===== config.mk =====
export PLATFORM = sky130hd
export DESIGN_NAME = mem_arbiter
export DESIGN_NICKNAME = d
export VERILOG_FILES = /design/src/rtl/mem_arbiter_pkg.sv /design/src/rtl/mem_arb_wait_counter.sv /design/src/rtl/mem_arbiter.sv
export SDC_FILE = /design/constraint.sdc
export NUM_CORES = 1
export LEC_CHECK = 0
export ABC_CLOCK_PERIOD_IN_PS = 3800
export CORE_MARGIN = 1
export CORE_UTILIZATION = 30
export DETAILED_ROUTE_END_ITERATION = 10
export GPL_TIMING_DRIVEN = 0
export HOLD_SLACK_MARGIN = 0.05
export PLACE_DENSITY = 0.86
export SETUP_SLACK_MARGIN = 0.15
export SYNTH_ARGS = -nofsm -noshare
export SYNTH_HDL_FRONTEND = slang
export SYNTH_SLANG_ARGS = --single-unit

===== constraint.sdc =====
create_clock -name clock -period 3.8 [get_ports clock]
set_input_delay 0.76 -clock clock [delete_from_list [all_inputs] [get_ports clock]]
set_output_delay 0.76 -clock clock [all_outputs]
set_load 0.01 [all_outputs]

===== src/rtl/mem_arbiter_pkg.sv =====
// Shared types and helpers for the memory-port arbiter between the CPU and the debug requester.
package mem_arbiter_pkg;

    typedef enum logic {
        ARB   = 1'b0,
        FORCE = 1'b1
    } arb_state_t;

    typedef enum logic [1:0] {
        OWN_NONE = 2'd0,
        OWN_CPU  = 2'd1,
        OWN_DBG  = 2'd2
    } owner_t;

    // Width of a counter that must reach wait_max-1.
    function automatic int unsigned wcnt_width(input int unsigned wait_max);
        return (wait_max <= 2) ? 1 : $clog2(wait_max);
    endfunction

endpackage


===== src/rtl/mem_arb_wait_counter.sv =====
// Saturating count of consecutive cycles a debug request has been blocked by the CPU.
module mem_arb_wait_counter
    import mem_arbiter_pkg::*;
#(
    parameter int unsigned WAIT_MAX = 8,
    localparam int unsigned CW = wcnt_width(WAIT_MAX)
) (
    input  logic          clk_i,
    input  logic          rst_i,
    input  logic          clr_i,
    input  logic          inc_i,
    output logic [CW-1:0] wcnt_o,
    output logic          at_max_o
);

    localparam logic [CW-1:0] MaxVal = CW'(WAIT_MAX - 1);

    logic [CW-1:0] wcnt_d, wcnt_q;

    always_comb begin
        wcnt_d = wcnt_q;
        if (clr_i) begin
            wcnt_d = '0;
        end else if (inc_i && (wcnt_q != MaxVal)) begin
            wcnt_d = wcnt_q + 1'b1;
        end
    end

    always_ff @(posedge clk_i) begin
        if (rst_i) begin
            wcnt_q <= '0;
        end else begin
            wcnt_q <= wcnt_d;
        end
    end

    assign wcnt_o   = wcnt_q;
    assign at_max_o = (wcnt_q == MaxVal);

endmodule


===== src/rtl/mem_arbiter.sv =====
// Shares the single memory port between the CPU (fixed priority) and a debug/loader requester,
// stealing one CPU cycle when the debug request has been blocked for WAIT_MAX cycles.
module mem_arbiter
    import mem_arbiter_pkg::*;
#(
    parameter int unsigned WAIT_MAX = 8,
    parameter int unsigned AW       = 16,
    parameter int unsigned DW       = 16
) (
    input  logic          clock,
    input  logic          reset,

    input  logic          cpu_re_L,
    input  logic          cpu_we_L,
    input  logic [AW-1:0] cpu_addr,
    input  logic [DW-1:0] cpu_wdata,
    output logic [DW-1:0] cpu_rdata,
    output logic          cpu_stall,

    input  logic          dbg_req,
    input  logic          dbg_we,
    input  logic [AW-1:0] dbg_addr,
    input  logic [DW-1:0] dbg_wdata,
    output logic          dbg_gnt,
    output logic [DW-1:0] dbg_rdata,
    output logic          dbg_rvalid,

    output logic [AW-1:0] mem_addr,
    output logic [DW-1:0] mem_wdata,
    output logic          mem_re_L,
    output logic          mem_we_L,
    input  logic [DW-1:0] mem_rdata
);

    localparam int unsigned CW = wcnt_width(WAIT_MAX);

    arb_state_t    state_d, state_q;
    owner_t        owner;
    logic          cpu_acc;
    logic          dbg_blocked;
    logic          wcnt_clr;
    logic          wcnt_at_max;
    logic [CW-1:0] wcnt;
    logic [DW-1:0] dbg_rdata_q;
    logic          dbg_rvalid_q;

    assign cpu_acc = ~cpu_re_L | ~cpu_we_L;

    always_comb begin
        owner = OWN_NONE;
        if (reset) begin
            owner = OWN_NONE;
        end else if (state_q == FORCE) begin
            // An aborted request leaves the stolen cycle idle.
            owner = dbg_req ? OWN_DBG : OWN_NONE;
        end else if (cpu_acc) begin
            owner = OWN_CPU;
        end else if (dbg_req) begin
            owner = OWN_DBG;
        end
    end

    always_comb begin
        mem_addr  = cpu_addr;
        mem_wdata = cpu_wdata;
        mem_re_L  = 1'b1;
        mem_we_L  = 1'b1;
        unique case (owner)
            OWN_CPU: begin
                // Both CPU strobes low is a write; the read is suppressed.
                mem_we_L = cpu_we_L;
                mem_re_L = cpu_re_L | ~cpu_we_L;
            end
            OWN_DBG: begin
                mem_addr  = dbg_addr;
                mem_wdata = dbg_wdata;
                mem_we_L  = ~dbg_we;
                mem_re_L  = dbg_we;
            end
            default: begin
            end
        endcase
    end

    assign dbg_gnt     = (owner == OWN_DBG);
    assign cpu_stall   = (state_q == FORCE) & ~reset;
    assign cpu_rdata   = mem_rdata;
    assign dbg_blocked = dbg_req & (owner == OWN_CPU);
    assign wcnt_clr    = ~dbg_req | dbg_gnt;

    mem_arb_wait_counter #(
        .WAIT_MAX (WAIT_MAX)
    ) u_wait_counter (
        .clk_i    (clock),
        .rst_i    (reset),
        .clr_i    (wcnt_clr),
        .inc_i    (dbg_blocked),
        .wcnt_o   (wcnt),
        .at_max_o (wcnt_at_max)
    );

    always_comb begin
        state_d = state_q;
        unique case (state_q)
            ARB:     if (wcnt_at_max && dbg_blocked) state_d = FORCE;
            FORCE:   state_d = ARB;
            default: state_d = ARB;
        endcase
    end

    always_ff @(posedge clock) begin
        if (reset) begin
            state_q      <= ARB;
            dbg_rvalid_q <= 1'b0;
            dbg_rdata_q  <= '0;
        end else begin
            state_q      <= state_d;
            dbg_rvalid_q <= dbg_gnt & ~dbg_we;
            if (dbg_gnt && !dbg_we) begin
                dbg_rdata_q <= mem_rdata;
            end
        end
    end

    assign dbg_rdata  = dbg_rdata_q;
    assign dbg_rvalid = dbg_rvalid_q;

    // Observed only through the saturation flag; the full count stays visible for debug.
    logic unused_wcnt;
    assign unused_wcnt = ^wcnt;

endmodule

==> run_results.csv, run 1 <==
group,metric,value,unit
flow_run,maxCapViolCount,0,
sta,finalSetupTns,0,ns
cts,cts.sinks,21,
synthesis,yosysTopAreaCell,"dfxtp_1",
global_route,grt_overflow,0,
setup_path,critPathMaxStageDelay,0.47,ns
finish,area_growth_syn_to_layout,118,%
cts,clock_latency,0.26,ns
sta,hold_viol,0,
finish,drive_above_1_share,21.5,%
detailed_routing,drtIter0Drc,71,
sta,rsz0062_at_grt,"false",
synthesis,synth.net_count,245,
finish,multi_input_area,779,sq um
synthesis,synth-main-ff-cell,"dfxtp_1",
cts,clk_pin_slew,0.07,ns
cts,ctsHtreeMaxLevel,1,
synthesis,synth-warning-count,0,
sta,fmax,286,MHz
cts,cts-root-buf,"clkbuf_8",
setup_path,slowest_stage,"clkdlybuf4s50_1",
sta,relSlewSlack,68.9,%
placed_design,place.gp.congestion,0.714,
setup_path,crit_chain,"clkdlybuf4s50_1 -> buf_2 -> nor2b_1 -> inv_1 -> ha_4 -> buf_8 -> buf_8 -> mux2_2 -> dlygate4sd2_1",
global_route,grtUsageTotal,20.9,%
cts,cts_buffer_depth,2,
setup_path,cp_common_cell,"buf_8",
floorplanning,die_h,70.8,um
power_and_ir_drop,power_density,191,nW/um^2
hold_path,hold_path_class,"flip-flop to flip-flop",
finish,final_net_count,407,
cts,numCtsBuffers,3,
finish,diodes,0,
synthesis,synth_edf_count,0,
setup_path,cp-end-kind,"output pin",
floorplanning,io_pins,155,
detailed_routing,post_drt_wl_per_cell,14.3,um
synthesis,synthArstFlopShare,0,%
synthesis,ys_ff_latch,21,
sta,setup_violations,0,
setup_path,critical_path_buf_inv_count,6,
floorplanning,die_area,5010,sq um
sta,finalCritPeriodShare,92.1,%
synthesis,yosys.area.top_type_share,29.6,%
finish,final_area,3100,sq um
synthesis,syn-cell-area,1420,sq um
floorplanning,core,4440,sq um
detailed_routing,firstDrtPassIters,7,
status,status,"complete, but fails checks",
cts,cts_tree,"yes",
synthesis,avgSynthCellArea,9.16,sq um
finish,fill_cells,383,
setup_path,arrival,2.74,ns
sta,fin_crit,3.50,ns
sta,clock_skew,0.00491,ns
detailed_routing,num_vias,1646,
cts,cts-hold-fix-buffers,0,
setup_path,required,3.04,ns
synthesis,synth_cell_type_count,24,
floorplanning,die_w,70.8,um
detailed_routing,routed_wl,5250,um
status,violations,"design-rule violations",
global_route,grt_pass1_vias,1730,
global_route,antenna_found_initial,0,
sta,setup_slack,0.300,ns
setup_path,critPathTopFamily,"buffers and inverters",
setup_path,r2r_setup_slack,2.15,ns
power_and_ir_drop,p_leak,1.25,nW
placed_design,post_dp_cell_area,3030,sq um
setup_path,worst-setup-path-type,"input pin to output pin",
floorplanning,rows,24,
placed_design,dp_hpwl,4360,um
sta,worst_slew_pin_slew,0.466,ns
global_route,grt_pass1_wl,8250,um
sta,slew_violations,0,
synthesis,synth_most_common_cell,"nand2_1",
finish,register_area,420,sq um
detailed_routing,viasPerCell,4.47,
power_and_ir_drop,vdd_ir_drop_max,0.000188,V
global_route,grt_max_degree,12,
setup_path,worstPathMaxFanout,10,
detailed_routing,drc_errors,18,
placed_design,place_ws,-0.171,ns
placed_design,io_buffers,154,
setup_path,start_kind,"input pin",
synthesis,syn-instance-count,155,
synthesis,synth_area_leaders,"dfxtp_1, mux2_2, buf_4",
floorplanning,start_util,32.0,%
detailed_routing,final_antenna_net_count,0,
synthesis,synthTopCellsByCount,"nand2_1, mux2_2, dfxtp_1",
synthesis,synth-seq-area-share,29.6,%
## registers in the layout, summed over array words and instances (netlist names)
name / count
dbg_rdata: 16
u_wait_counter.wcnt_o: 3
dbg_rvalid: 1
state_q: 1
## path summary, 6_finish.rpt
path,start,to,cells past startpoint
worst min register to register,state_q,state_q,1
worst min-delay path,state_q,state_q,1
worst max-delay path,reset,mem_wdata[14],9
worst max register to register,state_q,dbg_rdata[9],10
## power by group
group | total [mW] | internal (mW) | switching [mW]
clock network | 0.147 | 0.0747 | 0.0720
registers | 0.223 | 0.222 | 0.00107
logic | 0.224 | 0.154 | 0.0694
total | 0.593 | 0.451 | 0.142
## metal layers
metal	GRT usage [%]	up-vias	routed length, um
met4	4.44	0	89
li1	-	828	-
met3	5.70	10	363
met1	23.5	742	2100
met2	39.2	66	2700
met5	0	-	0
## worst register-to-register path, stage by stage, from the launching register on
cell,delay [ns]
dfxtp_1,0.32
a21oi_1,0.14
nor2b_1,0.19
inv_1,0.09
ha_4,0.18
buf_8,0.15
nand2b_4,0.07
buf_8,0.12
buf_12,0.12
nand2_1,0.06
a21oi_1,0.13
## per-stage QoR
step	hold WS, ns	power, mW	instances	utilization (%)
3_3_place_gp	0.430	0.461	361	68.1
4_1_cts	0.441	0.596	367	68.7
2_1_floorplan	0.413	0.303	155	-
5_1_grt	0.480	0.624	368	69.8
3_5_place_dp	0.430	0.465	361	68.1
6_report	0.436	0.593	368	69.8
## layout by cell type, fill, tap and decap left out, types with 3 or more instances in the layout
cell / synthesis / final
buf_4: 17 / 18
clkdlybuf4s50_1: 0 / 119
buf_8: 1 / 5
dlygate4sd2_1: 0 / 35
clkbuf_8: 3 / 3
nand2_1: 34 / 34
nor2b_1: 3 / 3
a21oi_1: 18 / 18
mux2_2: 32 / 32
nor3_1: 4 / 4
ha_1: 4 / 3
dfxtp_1: 21 / 21
## what timing repair did
action,CTS,global route
hold endpoints to repair,0,0
setup buffers,2,0
gates cloned,0,1
endpoints found under the setup margin,34,31
resized for setup,37,8
## cell type report
class / count / share of cell area (%)
tap: 52 / 2.10
inverter: 2 / 0.242
clock buffer: 4 / 1.45
timing repair buffer: 157 / 49.7
sequential: 21 / 13.6
multi-input combinational: 106 / 25.1
buffer: 26 / 7.83
## cell families (layout without fill, tap and decap cells)
group	count (synthesis)	count (layout)	synth area share, %
AOI/OAI and AO/OA	19	19	7.05
DFF	21	21	29.6
and+or+nand+nor	48	48	15.3
muxes	34	34	26.8
adders and majority gates	4	4	3.52
xor gates and xnor gates	1	1	0.617
buffers and inverters	28	189	17.1
Note: power is estimated with default switching activity, not from simulation.
==> run 2: changes to the inputs <==
--- a/config.mk
+++ b/config.mk
@@ -13,6 +13,7 @@
 export HOLD_SLACK_MARGIN = 0.05
 export PLACE_DENSITY = 0.86
 export SETUP_SLACK_MARGIN = 0.15
+export SLEW_MARGIN = 10
 export SYNTH_ARGS = -nofsm -noshare
 export SYNTH_HDL_FRONTEND = slang
 export SYNTH_SLANG_ARGS = --single-unit
==> results of run 2 <==
Same layout as run 1: the final DEF is identical, and so are final timing and power.
